==> config.mk <==
export PLATFORM = sky130hd
export DESIGN_NAME = fetch_top
export DESIGN_NICKNAME = d
export VERILOG_FILES = /design/src/rtl/fetch_top.sv
export SDC_FILE = /design/constraint.sdc
export NUM_CORES = 1
export LEC_CHECK = 0
export CORE_MARGIN = 2
export CORE_UTILIZATION = 40
export CTS_BUF_LIST = sky130_fd_sc_hd__clkbuf_2
export CTS_CLUSTER_SIZE = 16
export DETAILED_ROUTE_END_ITERATION = 8
export PLACE_DENSITY = 0.73
export SKIP_LAST_GASP = 1
export SYNTH_ARGS = -nofsm -noshare
export SYNTH_HDL_FRONTEND = slang
export SYNTH_SLANG_ARGS = --single-unit
==> constraint.sdc <==
create_clock -name clk -period 6.5 [get_ports clk]
set_input_delay 0.975 -clock clk [delete_from_list [all_inputs] [get_ports clk]]
set_output_delay 0.975 -clock clk [all_outputs]
set_load 0.01 [all_outputs]
==> src/rtl/fetch_top.sv <==
// fetch_top: in-order instruction fetch with request throttling, response FIFO and redirect flush
// Parameters: RST_PC (PC after reset), BUF_DEPTH (FIFO entries, power of 2, 2..8)
// Ports:
//   clk, rst_n             clock, synchronous active-low reset
//   o_imem_req_vld/addr    fetch request to instruction memory (word aligned)
//   i_imem_req_rdy         memory accepts the request
//   i_imem_rsp_vld/dat     in-order instruction response
//   i_ex_redir_vld/pc      redirect from execute
//   i_id_rdy               decode accepts the presented instruction
//   o_if_vld/inst/pc       instruction and its PC presented to decode
// Option: define FETCH_MISALIGN_EXC_EN to add o_if_misalign, which flags the
//   entry fetched after a redirect to a non-word-aligned target (its inst forced to NOP)
module fetch_top #(
    parameter logic [31:0] RST_PC    = 32'h0000_0000,
    parameter int          BUF_DEPTH = 2
) (
    input  logic        clk,
    input  logic        rst_n,
    output logic        o_imem_req_vld,
    output logic [31:0] o_imem_req_addr,
    input  logic        i_imem_req_rdy,
    input  logic        i_imem_rsp_vld,
    input  logic [31:0] i_imem_rsp_dat,
    input  logic        i_ex_redir_vld,
    input  logic [31:0] i_ex_redir_pc,
    input  logic        i_id_rdy,
    output logic        o_if_vld,
    output logic [31:0] o_if_inst,
    output logic [31:0] o_if_pc
`ifdef FETCH_MISALIGN_EXC_EN
    ,
    output logic        o_if_misalign
`endif
);
    localparam int AW = $clog2(BUF_DEPTH);
    localparam int CW = $clog2(BUF_DEPTH) + 1;
    localparam logic [CW:0] DEPTH_W = (CW+1)'(BUF_DEPTH);
    localparam logic [31:0] NOP = 32'h0000_0013;

    typedef enum logic {RUN, FLUSH} state_t;
    state_t r_state, w_state_nxt;

    logic [31:0]   r_pc;
    logic [31:0]   r_rsp_pc;
    logic [CW-1:0] r_out;
    logic [CW-1:0] r_stale;
    logic [CW-1:0] r_cnt;
    logic [AW-1:0] r_wptr;
    logic [AW-1:0] r_rptr;
    logic [31:0]   r_buf_inst [BUF_DEPTH];
    logic [31:0]   r_buf_pc   [BUF_DEPTH];

    logic          w_req_vld;
    logic          w_acc;
    logic          w_rsp_stale;
    logic          w_push;
    logic          w_pop;
    logic [CW:0]   w_used;
    logic [CW-1:0] w_inflight;
    logic [31:0]   w_redir_pc;

    assign w_redir_pc  = i_ex_redir_pc & ~32'h3;
    assign w_used      = {1'b0, r_out} + {1'b0, r_cnt};
    assign w_acc       = w_req_vld & i_imem_req_rdy;
    assign w_rsp_stale = r_stale != '0;
    assign w_push      = i_imem_rsp_vld & ~w_rsp_stale & ~i_ex_redir_vld;
    assign w_pop       = o_if_vld & i_id_rdy & ~i_ex_redir_vld;
    // Requests still in flight after this cycle's response; only one of
    // r_stale/r_out is ever non-zero, so the sum is the whole in-flight set.
    assign w_inflight  = r_stale + r_out - CW'(i_imem_rsp_vld);

    always_ff @(posedge clk) begin
        if (!rst_n) r_state <= RUN;
        else r_state <= w_state_nxt;
    end

    // Request is gated by rst_n so nothing is issued while reset is held.
    always_comb begin
        w_state_nxt = r_state;
        w_req_vld   = 1'b0;
        if (r_state == RUN) begin
            w_req_vld   = rst_n && !i_ex_redir_vld && (w_used < DEPTH_W);
            w_state_nxt = (i_ex_redir_vld && w_inflight != '0) ? FLUSH : RUN;
        end else begin
            w_state_nxt = (w_inflight == '0) ? RUN : FLUSH;
        end
    end

    // r_rsp_pc tracks the PC of the next non-stale response: responses are
    // in order and follow the fetch PC sequence since the last redirect.
    always_ff @(posedge clk) begin
        if (!rst_n) begin
            r_pc     <= RST_PC;
            r_rsp_pc <= RST_PC;
            r_out    <= '0;
            r_stale  <= '0;
            r_cnt    <= '0;
            r_wptr   <= '0;
            r_rptr   <= '0;
        end else if (i_ex_redir_vld) begin
            r_pc     <= w_redir_pc;
            r_rsp_pc <= w_redir_pc;
            r_out    <= '0;
            r_stale  <= w_inflight;
            r_cnt    <= '0;
            r_wptr   <= '0;
            r_rptr   <= '0;
        end else begin
            r_pc     <= w_acc ? r_pc + 32'd4 : r_pc;
            r_rsp_pc <= w_push ? r_rsp_pc + 32'd4 : r_rsp_pc;
            r_out    <= r_out + CW'(w_acc) - CW'(i_imem_rsp_vld & ~w_rsp_stale);
            r_stale  <= r_stale - CW'(i_imem_rsp_vld & w_rsp_stale);
            r_cnt    <= r_cnt + CW'(w_push) - CW'(w_pop);
            r_wptr   <= w_push ? r_wptr + AW'(1) : r_wptr;
            r_rptr   <= w_pop ? r_rptr + AW'(1) : r_rptr;
        end
    end

`ifdef FETCH_MISALIGN_EXC_EN
    logic r_mis_pend;
    logic r_buf_mis [BUF_DEPTH];

    // Set by a misaligned redirect; consumed by the first entry fetched after it.
    always_ff @(posedge clk) begin
        if (!rst_n) r_mis_pend <= 1'b0;
        else if (i_ex_redir_vld) r_mis_pend <= i_ex_redir_pc[1:0] != 2'b00;
        else if (w_push) r_mis_pend <= 1'b0;
    end

    always_ff @(posedge clk) begin
        if (w_push) begin
            r_buf_pc[r_wptr]   <= r_rsp_pc;
            r_buf_inst[r_wptr] <= r_mis_pend ? NOP : i_imem_rsp_dat;
            r_buf_mis[r_wptr]  <= r_mis_pend;
        end
    end

    assign o_if_misalign = o_if_vld & r_buf_mis[r_rptr];
`else
    always_ff @(posedge clk) begin
        if (w_push) begin
            r_buf_pc[r_wptr]   <= r_rsp_pc;
            r_buf_inst[r_wptr] <= i_imem_rsp_dat;
        end
    end
`endif

    assign o_imem_req_vld  = w_req_vld;
    assign o_imem_req_addr = r_pc;
    assign o_if_vld        = r_cnt != '0;
    assign o_if_inst       = o_if_vld ? r_buf_inst[r_rptr] : NOP;
    assign o_if_pc         = o_if_vld ? r_buf_pc[r_rptr] : 32'h0;
endmodule

==> flow_summary_export.csv <==
group,metric,value,unit
detailed_routing,vias,6880,
global_route,use_met2,29.13,%
setup_path,critPathKind,"in2out",
placed_design,dp.cells,1190,
detailed_routing,drtIter0Drc,525,
clock_network,post_cts_buffers,0,
setup_path,cp-end-kind,"output port",
clock_network,cts_tree,"done",
synth,synth_simple_gate_area_share,18.37,%
synth,synthMuxAreaShare,7.124,%
synth,synth_top_family_by_area,"simple AND/OR/NAND/NOR gates",
clock_network,clock_latency,0.76,ns
clock_network,cts.clk_slew.worst_paths,0.28,ns
setup_path,start_kind,"input port",
hold_path,holdCritStartpoint,"o_imem_req_addr[31]$_SDFFE_PN0P_",
layout,register_area,5129,sq um
layout,drive_above_1_share,5.520,%
synth,synth_common_cells,"edfxtp_1 (124), nor2_1 (82), dfxtp_1 (70)",
layout,num-fill-cells,1957,
clock_network,cts_max_path_buffers,2,
floorplanning,initial_core_util,40.64,%
timing,fmax,0.2373,GHz
timing,period_share,64.82,%
clock_network,clock_sinks,194,
timing,fin_skew,0.05252,ns
setup_path,cp_common_cell,"clkdlybuf4s50_1",
setup_path,rrSetupSlack,3.23,ns
synth,synth_area_per_cell,11.23,sq um
synth,yosysSeqAreaShare,57.78,%
layout,multi_input_area,3502,sq um
synth,synth_top_cell_area_share,41.98,%
synth,synth-xor-area-share,2.370,%
detailed_routing,wl_per_cell,17.75,um
setup_path,critPathSlowestCell,"nand2b_1",
global_route,grt_pass1_vias,6563,
setup_path,max_stage_delay,0.71,ns
setup_path,crit_fanout,53,
timing,slew_viol_final,0,
detailed_routing,drcViolationCount,0,
clock_network,cts_root_buf,"clkbuf_2",
global_route,globalRouteMet3Util,3.346,%
synth,synth.distinct_cells,61,
synth,synth-edff-count,124,
detailed_routing,wl,21.69,mm
clock_network,cts_buffers,17,
hold_path,hold_class,"reg2reg",
global_route,antenna_found_initial,0,
hold_path,worstHoldPathCells,2,
clock_network,cts_resized,0,
placed_design,io_buffers,161,
detailed_routing,antenna_left,0,
clock_network,hold_buffers,0,
flow_run,drv_cap,0,
layout,final_cells,1222,
clock_network,htree_levels,4,
detailed_routing,dr.pass1.iters,5,
timing,hold_violations,0,
outcome,status,"complete, no violations",
floorplanning,die_h,152.9,um
synth,synth_adder_area_share,1.495,%
global_route,grt_pass1_wl,34.47,mm
setup_path,r2r_cells,11,
synth,yosys.area.top_type,"edfxtp_1",
synth,synthTopCellsByArea,"edfxtp_1 (42%), dfxtp_1 (16%), mux2i_1 (7.0%), nor2_1 (3.5%), nand2_1 (2.1%)",
floorplanning,core,21820,sq um
timing,relSlewSlack,35.49,%
synth,syn_area,8870,sq um
synth,synth.most_common_cell,"edfxtp_1",
layout,final_nets,1009,
floorplanning,fp.dieW,152.9,um
detailed_routing,vias_per_cell,5.630,
layout,antenna_cells,0,
synth,synth_compound_area_share,9.776,%
global_route,gr-total-overflow,0,
synth,syn_inst,790,
pwr,vdd_drop_max,0.00007695,V
floorplanning,die_area,23380,sq um
placed_design,post-place-ws,2.169,ns
setup_path,crit_chain,"clkdlybuf4s50_1 > buf_4 > nand2b_1 > nor4_1 > clkdlybuf4s50_1",
setup_path,rr_endpoint,"r_out[1]$_SDFF_PP0_",
setup_path,required,5.52,ns
floorplanning,rows,54,
timing,tightestPinTransition,0.9677,ns
global_route,busiest_layer,"met2",
setup_path,worstPathArrival,3.24,ns
synth,ys_ff_latch,194,
layout,syn_to_final_growth,23.16,%
timing,fin_crit,4.213,ns
synth,async_flop_share,0,%
timing,timing.final.ws_setup,2.287,ns
placed_design,place_congestion,0.8608,
timing,fin_tns_setup,0,ns
layout,postLayoutCoreUtil,50.06,%
timing,finalSetupViolations,0,
global_route,grt_usage,18.34,%
synth,synth_ff_type,"edfxtp_1",
setup_path,reg2reg_from,"r_out[0]$_SDFF_PP0_",
global_route,use_met1,25.71,%
timing,rsz0062_at_grt,"no",
global_route,grt_max_degree,62,
floorplanning,io_pins,168,
pwr,p_leak,0.003438,uW
hold_path,hold_end,"o_imem_req_addr[31]$_SDFFE_PN0P_",
placed_design,dp_hpwl,14.96,mm
synth,yosys_warnings,0,
pwr,power_density,212.3,nW/um^2
[registers in the layout, indices dropped and copies added, names as in the netlist, 2 cells and up, named ones only]
| register | flops |
|---|---|
| r_cnt | 2 |
| r_out | 2 |
| r_buf_inst | 64 |
| o_imem_req_addr | 30 |
| r_stale | 2 |
| r_rsp_pc | 30 |
| r_buf_pc | 60 |
[how the worst max path moves through the flow]
stage / from / endpoint / slack [ns]
after CTS: i_ex_redir_vld / o_imem_req_vld / 2.31
after global routing: i_ex_redir_vld / o_imem_req_vld / 2.16
after floorplan: i_imem_rsp_vld / r_buf_inst[0][0]$_DFFE_PP_ / 1.53
after global placement: i_imem_rsp_vld / r_buf_inst[0][16]$_DFFE_PP_ / 2.21
final: i_ex_redir_vld / o_imem_req_vld / 2.29
after detailed placement: i_imem_rsp_vld / r_buf_inst[0][16]$_DFFE_PP_ / 2.17
[metrics by stage]
stage / hold WS [ns] / cell area (sq um) / total power, uW
detailed placement: 0.4910 / 10700 / 1768
global placement: 0.4852 / 10700 / 1759
CTS: 0.5325 / 10920 / 2337
finish: 0.5332 / 10920 / 2319
floorplan: 0.4202 / 8881 / 1614
global route: 0.5536 / 10920 / 2413
[report_power, final]
part	switching [uW]	internal, uW
registers	59.8	1380
logic	160	148
clock network	395	181
total	614	1710
[kinds of logic after synthesis]
| kind of cell | count (synthesis) |
|---|---|
| and+or+nand+nor | 304 |
| DFF | 194 |
| AOI/OAI and AO/OA | 130 |
| buffers and inverters | 64 |
| muxes | 63 |
| xor gates and xnor gates | 24 |
| adders and majority gates | 10 |
| other | 1 |
[cells in the final DEF, fill, tap and decap left out, types with 4 or more instances in the layout]
master,n
a311oi_1,7
nand3_1,23
conb_1,4
nor2_1,80
clkinvlp_4,4
and3_1,12
edfxtp_1,124
ha_1,9
mux2i_1,62
nand4_1,27
a211oi_1,9
nand2_1,49
clkdlybuf4s50_1,161
xor2_1,10
or3_1,8
and4_1,12
a31oi_1,19
inv_1,7
o21ai_0,32
or4_1,18
nor2b_1,6
buf_4,9
o211ai_1,11
o31ai_1,6
a21oi_1,19
clkbuf_2,22
xnor2_1,14
nor3_1,21
and2_1,18
dfxtp_1,69
o311ai_0,5
nor4b_1,4
nor4_1,12
[critical path, delay by kind of cell]
| kind | cells | cell delay, ns |
|---|---|---|
| buffers and inverters | 3 | 1.43 |
| AND/OR/NAND/NOR | 2 | 0.80 |
[per-layer routing]
metal / wire, um / vias to the layer above
met3: 1276 / 31
met2: 9971 / 280
met4: 377 / 0
met1: 10060 / 3286
met5: 0 / -
li1: - / 3283
[area by class of cell]
cell class | instances | share of cell area [%]
timing repair buffer | 170 | 15.37
sequential | 194 | 46.95
multi-input combinational | 535 | 32.06
inverter | 11 | 0.3780
tap | 280 | 3.207
clock inverter | 10 | 1.031
clock buffer | 22 | 1.008
No activity file was read; power rests on OpenSTA's default activity.
